### src/rtl/cla_multicycle_adder_ctrl.sv
// Multi-cycle WIDTH-bit adder/subtractor that reuses one 4-bit carry-lookahead
// slice over NDIG cycles, LSB digit first, with a registered inter-digit carry.

module cla4_slice (
    input  logic [3:0] a_i,
    input  logic [3:0] b_i,
    input  logic       cin_i,
    output logic [3:0] sum_o,
    output logic       cout_o
);
    logic [3:0] g;
    logic [3:0] p;
    logic [3:0] c;

    assign g = a_i & b_i;
    assign p = a_i ^ b_i;

    // Every carry is a flat sum of products of the slice inputs, so no carry
    // has to pass through the lower bits of the slice.
    assign c[0] = cin_i;
    assign c[1] = g[0] | (p[0] & cin_i);
    assign c[2] = g[1] | (p[1] & g[0]) | (p[1] & p[0] & cin_i);
    assign c[3] = g[2] | (p[2] & g[1]) | (p[2] & p[1] & g[0])
                | (p[2] & p[1] & p[0] & cin_i);
    assign cout_o = g[3] | (p[3] & g[2]) | (p[3] & p[2] & g[1])
                  | (p[3] & p[2] & p[1] & g[0])
                  | (p[3] & p[2] & p[1] & p[0] & cin_i);
    assign sum_o = p ^ c;
endmodule

module cla_multicycle_adder_ctrl #(
    parameter int WIDTH = 32
) (
    input  logic             CLK,
    input  logic             RST,
    input  logic             Start,
    input  logic             Sub,
    input  logic [WIDTH-1:0] A,
    input  logic [WIDTH-1:0] B,
    input  logic             Cin,
    input  logic             Abort,
    output logic             Ready,
    output logic             Busy,
    output logic             Done,
    output logic [WIDTH-1:0] Sum,
    output logic             Cout,
    output logic             Overflow
);
    localparam int NDIG = WIDTH / 4;
    localparam int IDXW = (NDIG > 1) ? $clog2(NDIG) : 1;
    localparam logic [IDXW-1:0] IDX_LAST = IDXW'(NDIG - 1);

    if ((WIDTH % 4) != 0 || WIDTH < 8) begin : g_bad_width
        $error("cla_multicycle_adder_ctrl: WIDTH must be a multiple of 4 and >= 8");
    end

    typedef enum logic [1:0] {
        S_IDLE,
        S_RUN,
        S_DONE
    } state_t;

    state_t           state_q, state_d;
    logic [IDXW-1:0]  idx_q, idx_d;
    logic             carry_q, carry_d;
    logic [WIDTH-1:0] a_q, a_d;
    logic [WIDTH-1:0] b_q, b_d;
    logic [WIDTH-1:0] work_q, work_d;
    logic [WIDTH-1:0] sum_q, sum_d;
    logic             cout_q, cout_d;
    logic             ovf_q, ovf_d;
    logic             done_q, done_d;

    logic [3:0]       slice_sum;
    logic             slice_cout;

    cla4_slice u_slice (
        .a_i   (a_q[{idx_q, 2'b00} +: 4]),
        .b_i   (b_q[{idx_q, 2'b00} +: 4]),
        .cin_i (carry_q),
        .sum_o (slice_sum),
        .cout_o(slice_cout)
    );

    always_comb begin
        state_d = state_q;
        idx_d   = idx_q;
        carry_d = carry_q;
        a_d     = a_q;
        b_d     = b_q;
        work_d  = work_q;
        sum_d   = sum_q;
        cout_d  = cout_q;
        ovf_d   = ovf_q;
        done_d  = 1'b0;

        unique case (state_q)
            S_IDLE: begin
                if (Start) begin
                    a_d     = A;
                    b_d     = B ^ {WIDTH{Sub}};
                    carry_d = Sub | Cin;
                    idx_d   = '0;
                    state_d = S_RUN;
                end
            end
            S_RUN: begin
                if (Abort) begin
                    idx_d   = '0;
                    state_d = S_IDLE;
                end else begin
                    work_d[{idx_q, 2'b00} +: 4] = slice_sum;
                    carry_d = slice_cout;
                    if (idx_q == IDX_LAST) begin
                        idx_d   = '0;
                        state_d = S_DONE;
                    end else begin
                        idx_d = idx_q + IDXW'(1);
                    end
                end
            end
            S_DONE: begin
                // b_q already holds the inverted operand for subtraction.
                sum_d   = work_q;
                cout_d  = carry_q;
                ovf_d   = (a_q[WIDTH-1] == b_q[WIDTH-1]) && (work_q[WIDTH-1] != a_q[WIDTH-1]);
                done_d  = 1'b1;
                state_d = S_IDLE;
            end
            default: state_d = S_IDLE;
        endcase
    end

    always_ff @(posedge CLK or posedge RST) begin
        if (RST) begin
            state_q <= S_IDLE;
            idx_q   <= '0;
            carry_q <= 1'b0;
            a_q     <= '0;
            b_q     <= '0;
            work_q  <= '0;
            sum_q   <= '0;
            cout_q  <= 1'b0;
            ovf_q   <= 1'b0;
            done_q  <= 1'b0;
        end else begin
            state_q <= state_d;
            idx_q   <= idx_d;
            carry_q <= carry_d;
            a_q     <= a_d;
            b_q     <= b_d;
            work_q  <= work_d;
            sum_q   <= sum_d;
            cout_q  <= cout_d;
            ovf_q   <= ovf_d;
            done_q  <= done_d;
        end
    end

    assign Ready    = (state_q == S_IDLE);
    assign Busy     = (state_q == S_RUN);
    assign Done     = done_q;
    assign Sum      = sum_q;
    assign Cout     = cout_q;
    assign Overflow = ovf_q;
endmodule
### config.mk
export PLATFORM = sky130hd
export DESIGN_NAME = cla_multicycle_adder_ctrl
export DESIGN_NICKNAME = d
export VERILOG_FILES = /design/src/rtl/cla_multicycle_adder_ctrl.sv
export SDC_FILE = /design/constraint.sdc
export NUM_CORES = 1
export LEC_CHECK = 0
export ABC_CLOCK_PERIOD_IN_PS = 13300
export CAP_MARGIN = 20
export CORE_MARGIN = 4
export CORE_UTILIZATION = 57
export CTS_CLUSTER_SIZE = 14
export DETAILED_ROUTE_END_ITERATION = 7
export GPL_ROUTABILITY_DRIVEN = 0
export PLACE_DENSITY = 0.83
export SLEW_MARGIN = 40
export SYNTH_ARGS = -nofsm -noshare
export SYNTH_HDL_FRONTEND = slang
export SYNTH_SLANG_ARGS = --single-unit
### constraint.sdc
create_clock -name CLK -period 13.3 [get_ports CLK]
set_input_delay 1.995 -clock CLK [delete_from_list [all_inputs] [get_ports CLK]]
set_output_delay 1.995 -clock CLK [all_outputs]
set_load 0.01 [all_outputs]
# Word-level counts from Yosys, hierarchy flattened
# Index checks and enable logic that the tools add are counted.
classes:
  n_shift: 4
  eq_ne: 8
  reduce_logical: 8
  n_mux: 13
  addsub: 2
  n_bitwise: 32
op_table:
  columns: ["op", "count"]
  rows:
  - ["$shiftx 32x6->4", 2]
  - ["$bwmux 32", 1]
  - ["$shift 4x7->32 const A", 1]
  - ["$shiftx 4x7->32", 1]
  - ["$xor 32x32->32", 1]
  - ["$and 1x1->1", 16]
  - ["$or 1x1->1", 11]
  - ["$mux 3", 3]
  - ["$reduce_and 2->1", 4]
  - ["$xor 4x4->4", 2]
  - ["$neg 5->7", 1]
  - ["$mux 2", 3]
  - ["$pmux 3 s2", 1]
  - ["$and 4x4->4", 1]
  - ["$ne 2x2->1 const B", 2]
  - ["$pmux 2 s2", 1]
  - ["$add 3x1->3 const B", 1]
  - ["$eq 3x3->1 const B", 1]
  - ["$mux 1", 3]
  - ["$ne 3x2->1 const B", 1]
  - ["$reduce_and 3->1", 1]
  - ["$eq 2x1->1 const B", 1]
  - ["$eq 2x2->1 const B", 1]
  - ["$logic_not 2->1", 1]
  - ["other kinds (6)", 6]
word_totals:
  reg_bits: 137
  output_inout_bits: 37

# Depth between registers and ports, before layout
# Gate-level depths: netlist (run 1).
depth:
  ltp_word: 9
  ltp_mapped: 10
  ltp_nobuf: 8

# By module
# From an unflattened synthesis (run 1), not the netlist that was laid out.
hier_totals:
  hier_cells: 536
  area_unflattened_um2: 6180.9
by_module_without_submodules:
  columns: ["module", "area_per_inst_um2", "seq_area_each_um2", "n_inst", "cells_per_inst"]
  rows:
  - ["cla_multicycle_adder_ctrl", 6033.3, 3428.3, 1, 519]
  - ["cla4_slice", 147.6, 0.0, 1, 17]

# Least setup slack after synthesis (run 1)
# Ideal clock, no wire load.
synth_path:
  path_type: "input to register"
  start: "in Abort"
  end: "reg work_q[10]"
  setup_time_ps: 125
  required_ps: 13175
  path_stages: 4
  slack_ps: 10097
  t_arrival_ps: 3079
  path_buffers: 1
  cell_sequence: "buf_2 > or3b_4 > nor2_4 > mux2_2"
synth_between:
  elab_chain_len: 2
synth_lines:
  columns: ["item", "line_no", "text"]
  rows:
  - ["start, declared", "41", "input logic Abort,"]
  - ["$not 1->1 (no line)", null, null]
  - ["$reduce_and 2->1 (no line)", null, null]
  - ["end signal, assigned", "152", "work_q <= work_d;"]
  - ["end, declared", "68", "logic [WIDTH-1:0] work_q, work_d;"]
# No other way between the ends.
# A chain may end at the register's enable or synchronous reset.

# Worst setup path after layout (run 1)
layout_path:
  start: "reg state_q[1]"
  end: "out Busy"
layout_between:
  elab_chain_len: 1
layout_lines:
  columns: ["item", "line_no", "text"]
  rows:
  - ["start, declared", "63", "state_t state_q, state_d;"]
  - ["start signal, assigned", "147", "state_q <= state_d;"]
  - ["$eq 2x1->1", "161", "assign Busy = (state_q == S_RUN);"]
  - ["end, declared", "43", "output logic Busy,"]
# No other way between the ends.

==> qor.txt, run 1 <==
reg-to-reg slack, setup: 10350 ps
DRT iter0 DRCs: 187
RSZ-0062 raised after global routing: false
layout cells sized above 1: 27.9%
distinct cell type count after synthesis: 38
fin. max-slew vios: 0
Top delay family on crit path: buffers and inverters
most frequent cells in the layout: dfrtp_1 (137), clkdlybuf4s50_1 (105), mux2_2 (93), nor2_1 (38), a21oi_1 (37)
sw power: 0.000448 W
switching share of power: 31.3%
crit-path cells: nand2b_1, inv_1, clkdlybuf4s50_1
GRT overflow: 0
Slew @ Worst Pin: 721 ps
Synth Area in XOR/XNOR: 4.96%
PortBufs: 106
total number of vias: 4011
Worst R2R Path Depth: 9
Initial Utilization: 59.1%
worst-path fanout max: 12
final setup violating endpoints: 0
Post-DP HPWL: 8620 um
Fin Hold WS: 488 ps
Reg clk slew, reported paths: 60 ps
vias per inst: 5.57
Peak VDD IR: 0.0000947 V
Final period util: 31.7%
Critical R2R Launch: idx_q[0]
Mapped Area: 6180 um^2
latest clock arrival within the worst-skew pair: 520 ps
yosys warns: 0
hold path depth: 1
Post-CTS Setup Bufs: 0
met1 wire length: 5310 um
Lkg Pwr: 3.45 nW
crit start category: register
post-cts hold buffer count: 0
Die X: 112 um
Mapped Cells: 465
Reg power frac: 38.8%
gr usage total: 21.8%
Compound-Gate Fraction of Synth Area: 4.33%
relative slew slack: 51.9%
antenna violations before repair: 0
# resized after CTS: 0
WL met3: 592 um
first-pass GRT wire length: 21800 um
height of the die: 112 um
clk buf depth: 2
Clock Sinks: 137
Pint: 0.000981 W
DRC: 0
CTS tree: yes
Max-Cap Viols: 0
status: finished, final reports clean
first-pass detailed-route iteration total: 5
CP bufs+invs: 2
H-tree depth: 4
f_max: 237 MHz
syn_nets: 545
Crit path depth: 3
Avg WL per Cell: 18.1 um
Hold EP: a_q[15]
Die ar.: 12600 um^2
largest family of logic cells by synthesized area: multiplexers
Seq/Total Area, Yosys: 55.4%
post-synthesis mux area share: 23.5%
clock skew: 9.84 ps
worst path arrival time: 2220 ps
dpl ws: 9450 ps
post-synthesis simple-gate area fraction: 7.12%
Clock power frac: 33.9%
required time of the worst setup path: 11310 ps
num ports: 107
most common cell after layout, fill and taps aside: dfrtp_1
power per cell area: 179 nW/um^2
Final min period: 4220 ps
#FFs+latches synth: 137
post-synthesis adder-cell area fraction: 2.14%
Area Growth Syn to Fin: 29.1%
Worst Setup Path Type: register to primary output
setup_tns: 0 ps
hold_sp: a_q[15]
total core area: 10500 um^2
Root Buffer: clkbuf_8
Layout Nets: 651
met2 wire length: 6960 um
syn_area_per_cell: 13.3 um^2
Routed Antenna Nets: 0
Crit. End Element: primary output
Num CTS Buffers: 17
setup ws final: 9080 ps
largest net degree at the start of global routing: 100
r2r endpoint: work_q[31]
row count: 37
HP Class: register to register
vias in the first global route: 4361
CP peak stage delay: 530 ps
Fin. Hold Viols: 0
CP max-delay cell: nand2b_1
top sig layer: met4
ant diodes: 0
Comb power frac: 27.3%
Post-Route WL: 13000 um
[through the flow]
stage	cell area, um^2	power [W]	utilization, %	instances
after floorplan	6180	0.000804	-	465
after global placement	7340	0.000909	70.1	688
after detailed placement	7350	0.000941	70.2	688
after CTS	7960	0.00143	76.1	720
after global routing	7980	0.00150	76.3	720
final	7980	0.00143	76.3	720
[cell type report]
class / instances / area (um^2)
clock buffers: 18 / 428
clock inverters: 14 / 188
fillers: 675 / 2480
inverters: 9 / 38.8
multi-input cells: 295 / 2630
flip-flops and latches: 137 / 3430
well taps: 136 / 170
repair buffers: 111 / 1100
[cell families after synthesis]
group	after synthesis
AOI/OAI and AO/OA	48
xor gates and xnor gates	35
adders and majority gates	10
buffers and inverters	33
DFF	137
muxes	113
and+or+nand+nor	89
[layer usage]
layer / vias up / track usage (%)
met5: - / 0
met4: 0 / 7.05
met3: 20 / 3.72
met2: 122 / 38.6
met1: 2028 / 27.5
li1: 1841 / -
[sequential cells by signal, indices dropped and copies added (netlist names)]
name,cells
idx_q,3
a_q,32
carry_q,1
work_q,32
b_q,32
Sum,32
Done,1
state_q,2
Overflow,1
Cout,1
[power groups by stage]
stage	clock network, W	registers [W]	logic (W)
after floorplan	0	0.000541	0.000263
after global placement	0	0.000553	0.000356
after detailed placement	0	0.000560	0.000381
after CTS	0.000487	0.000554	0.000388
after global routing	0.000507	0.000565	0.000429
final	0.000484	0.000554	0.000391
[worst max-delay path by stage]
| stage | start | end | slack [ps] |
|---|---|---|---|
| after CTS | state_q[1] | Busy | 9060 |
| after global routing | state_q[1] | Busy | 8970 |
| after detailed placement | RST | a_q[13] | 9450 |
| after floorplan | RST | Cout | 7640 |
| final | state_q[1] | Busy | 9080 |
| after global placement | Start | a_q[28] | 9300 |
[Yosys cell counts]
library cell | number | share of area [%]
mux4_2 | 16 | 5.8
clkbuf_1 | 5 | 0.30
o22ai_1 | 1 | 0.10
or3_1 | 1 | 0.10
buf_4 | 3 | 0.36
inv_2 | 1 | 0.061
a21o_1 | 2 | 0.24
nor2b_1 | 1 | 0.10
o32ai_1 | 2 | 0.28
nor2_4 | 2 | 0.36
mux2_2 | 93 | 17
fa_1 | 1 | 0.32
or3b_4 | 1 | 0.18
nor3_2 | 1 | 0.16
nand2b_1 | 3 | 0.30
mux2_1 | 4 | 0.73
o21ai_0 | 3 | 0.24
nand4_1 | 1 | 0.10
nor3_1 | 1 | 0.081
a41o_1 | 1 | 0.16
nand2_1 | 29 | 1.8
nand3_1 | 3 | 0.24
o21ba_2 | 1 | 0.16
nor2_2 | 2 | 0.20
clkinv_1 | 1 | 0.061
ha_1 | 9 | 1.8
inv_1 | 7 | 0.43
a31o_2 | 1 | 0.14
nor4_1 | 1 | 0.10
or3_4 | 1 | 0.18
a21oi_1 | 37 | 3.0
nor3b_1 | 2 | 0.24
nor4_4 | 2 | 0.69
nor2_1 | 38 | 2.3
xnor2_1 | 34 | 4.8
buf_2 | 16 | 1.3
dfrtp_1 | 137 | 55
xor2_1 | 1 | 0.14
Note: power is estimated with default switching activity, not from simulation.
==> run 2: changes to the inputs <==
--- a/config.mk
+++ b/config.mk
@@ -5,14 +5,14 @@
 export SDC_FILE = /design/constraint.sdc
 export NUM_CORES = 1
 export LEC_CHECK = 0
-export ABC_CLOCK_PERIOD_IN_PS = 13300
+export ABC_CLOCK_PERIOD_IN_PS = 3850
 export CAP_MARGIN = 20
 export CORE_MARGIN = 4
-export CORE_UTILIZATION = 57
+export CORE_UTILIZATION = 48
 export CTS_CLUSTER_SIZE = 14
 export DETAILED_ROUTE_END_ITERATION = 7
 export GPL_ROUTABILITY_DRIVEN = 0
-export PLACE_DENSITY = 0.83
+export PLACE_DENSITY = 0.74
 export SLEW_MARGIN = 40
 export SYNTH_ARGS = -nofsm -noshare
 export SYNTH_HDL_FRONTEND = slang
==> constraint.sdc (replaced) <==
create_clock -name CLK -period 3.85 [get_ports CLK]
set_input_delay 0.5775 -clock CLK [delete_from_list [all_inputs] [get_ports CLK]]
set_output_delay 0.5775 -clock CLK [all_outputs]
set_load 0.01 [all_outputs]
==> run 2 against run 1 <==
Compared with the run above:
- combinational power rose to 3.2 times the previous value
- critical path depth increased by 5
- register-to-register slack lost 9600 ps
- first-iteration DRC count grew 22%
- hold slack got worse by 1.3 ps
- final area increased by 2.1%
- worst setup slack worse by 8300 ps
- utilization shrank 12 points
- flip-flop and latch count unchanged
- total power grew to 3.6 times the previous value
- sequential power grew to 3.5 times the previous value
- sequential share of layout area is 0.89 points lower
- critical endpoint is now work_q[14]
- largest cell class unchanged
==> qor.txt, run 2 (synthesis results as in run 1) <==
first-pass GRT wire length: 21700 um (was 21800 um)
layout cells sized above 1: 27.8% (was 27.9%)
power per cell area: 635 nW/um^2 (was 179 nW/um^2)
DRC: 0 (unchanged)
required time of the worst setup path: 4200 ps (was 11310 ps)
CTS tree: yes (unchanged)
Routed Antenna Nets: 0 (unchanged)
PortBufs: 106 (unchanged)
GRT overflow: 0 (unchanged)
num ports: 107 (unchanged)
largest net degree at the start of global routing: 138 (was 100)
ant diodes: 0 (unchanged)
Filler Cell Count: 959 (was 675)
dpl ws: 818 ps (was 9450 ps)
latest clock arrival within the worst-skew pair: 420 ps (was 520 ps)
Layout Nets: 653 (was 651)
Final period util: 79.4%
Post-Route WL: 13100 um (was 13000 um)
fin. max-slew vios: 0 (unchanged)
Clock Sinks: 137 (unchanged)
crit-path cells: mux4_2, nand2_1, nand2_1, ha_1, a21o_1, a21oi_1, xnor2_1, mux2_2 (was nand2b_1, inv_1, clkdlybuf4s50_1)
register area: 3430 um^2 (about the same)
RSZ-0062 raised after global routing: false (unchanged)
Post-CTS Setup Bufs: 0 (unchanged)
Initial Utilization: 49.0% (was 59.1%)
most common cell after layout, fill and taps aside: dfrtp_1 (unchanged)
Placed Area: 7430 um^2 (was 7350 um^2)
post-cts hold buffer count: 0 (unchanged)
H-tree depth: 4 (unchanged)
area of the multi-input gates: 2610 um^2 (was 2630 um^2)
Post-DP HPWL: 8910 um (was 8620 um)
worst-path fanout max: 10 (was 12)
total core area: 12600 um^2 (was 10500 um^2)
status: finished, final reports clean (unchanged)
final setup violating endpoints: 0 (unchanged)
most frequent CP cell: nand2_1
Avg WL per Cell: 17.3 um (was 18.1 um)
Final min period: 3060 ps
most frequent cells in the layout: dfrtp_1 (136), clkdlybuf4s50_1 (105), mux2_2 (93), nor2_1 (38), a21oi_1 (37) (was dfrtp_1 (137), clkdlybuf4s50_1 (105), mux2_2 (93), nor2_1 (38), a21oi_1 (37))
Root Buffer: clkbuf_16 (was clkbuf_8)
clk buf depth: 2 (unchanged)
gr usage total: 19.2% (was 21.8%)
Die ar.: 14800 um^2 (was 12600 um^2)
vias per inst: 5.20 (was 5.57)
Lkg Pwr: 3.50 nW (was 3.45 nW)
Fin. Hold Viols: 0 (unchanged)
setup_tns: 0 ps (unchanged)
Crit. End Element: register (was primary output)
post-route design area: 8160 um^2 (was 7980 um^2)
WL met3: 600 um (was 592 um)
CP peak stage delay: 700 ps (was 530 ps)
first-pass detailed-route iteration total: 4 (was 5)
Peak VDD IR: 0.000344 V (was 0.0000947 V)
met2 wire length: 6870 um (was 6960 um)
relative slew slack: 46.5% (was 51.9%)
worst path arrival time: 3410 ps (was 2220 ps)
Die X: 122 um (was 112 um)
total number of vias: 3945 (was 4011)
final core occ: 64.6% (was 76.3%)
crit start category: register (unchanged)
Area Growth Syn to Fin: 31.9% (was 29.1%)
DRT iter0 DRCs: 228 (was 187)
Max-Cap Viols: 0 (unchanged)
HP Class: register to register (unchanged)
setup ws final: 793 ps (was 9080 ps)
Worst Setup Path Type: register to register (was register to primary output)
Num CTS Buffers: 17 (unchanged)
Slew @ Worst Pin: 797 ps (was 721 ps)
Reg clk slew, reported paths: 60 ps (about the same)
antenna violations before repair: 0 (unchanged)
f_max: 327 MHz
height of the die: 122 um (was 112 um)
Fin Hold WS: 487 ps (was 488 ps)
CP max-delay cell: dfrtp_1 (was nand2b_1)
vias in the first global route: 4267 (was 4361)
top sig layer: met4 (unchanged)
met1 wire length: 5410 um (was 5310 um)
# resized after CTS: 0 (unchanged)
clock skew: 6.44 ps (was 9.84 ps)
row count: 41 (was 37)
run 2: cell types whose count changed in the layout (fill, tap and decap cells not counted), moves of 2 or more:
cell	previous run	this run
inv_8	2	0
xnor2_1	32	34
buf_12	0	3
clkbuf_8	2	4
bufinv_16	3	7
clkinv_4	4	1
buf_6	2	0
inv_6	3	0
xnor2_2	2	0
run 2: through the flow:
| step | total power, W | std cells |
|---|---|---|
| finish | 0.00518 | 758 |
| global route | 0.00544 | 758 |
| CTS | 0.00521 | 758 |
| detailed placement | 0.00325 | 726 |
| global placement | 0.00316 | 726 |
| floorplan | 0.00278 | 465 |
run 2: worst max-delay path, delay by kind of cell, from the launching register on:
kind	cells	cell delay, ps
muxes	2	870
DFF	1	700
xor gates and xnor gates	1	640
adders and majority gates	1	330
and+or+nand+nor	2	240
AOI/OAI and AO/OA	2	200
run 2: where the power goes:
part           internal, W  total, W  switching [W]  leakage, nW
registers          0.00174   0.00196       0.000215         1.72
clock network      0.00135   0.00195       0.000604        0.346
logic             0.000623   0.00127       0.000646         1.44
run 2: worst paths after layout:
check                          from  slack [ps]          to  cells after the start
min reg2reg                 Sum[21]         490     Sum[21]                      1
max reg2reg                idx_q[1]         790  work_q[14]                      8
min in group asynchronous       RST         680      Sum[5]                      3
max in group asynchronous       RST        2570    idx_q[0]                      3
min                         Sum[21]         490     Sum[21]                      1
max                        idx_q[1]         790  work_q[14]                      8
run 2: per-layer routing:
layer  track usage, %  vias to the layer above
li1                 -                     1845
met1             23.0                     1971
met2             33.5                      110
met3             4.85                       19
met4             7.42                        0
met5                0                        -
run 2: layout make-up:
type | instances | share of cell area, %
inverter | 9 | 0.460
multi-input combinational | 295 | 31.9
clock inverter | 11 | 2.93
sequential | 137 | 42.1
clock buffer | 21 | 5.89
tap | 172 | 2.64
timing repair buffer | 113 | 14.1
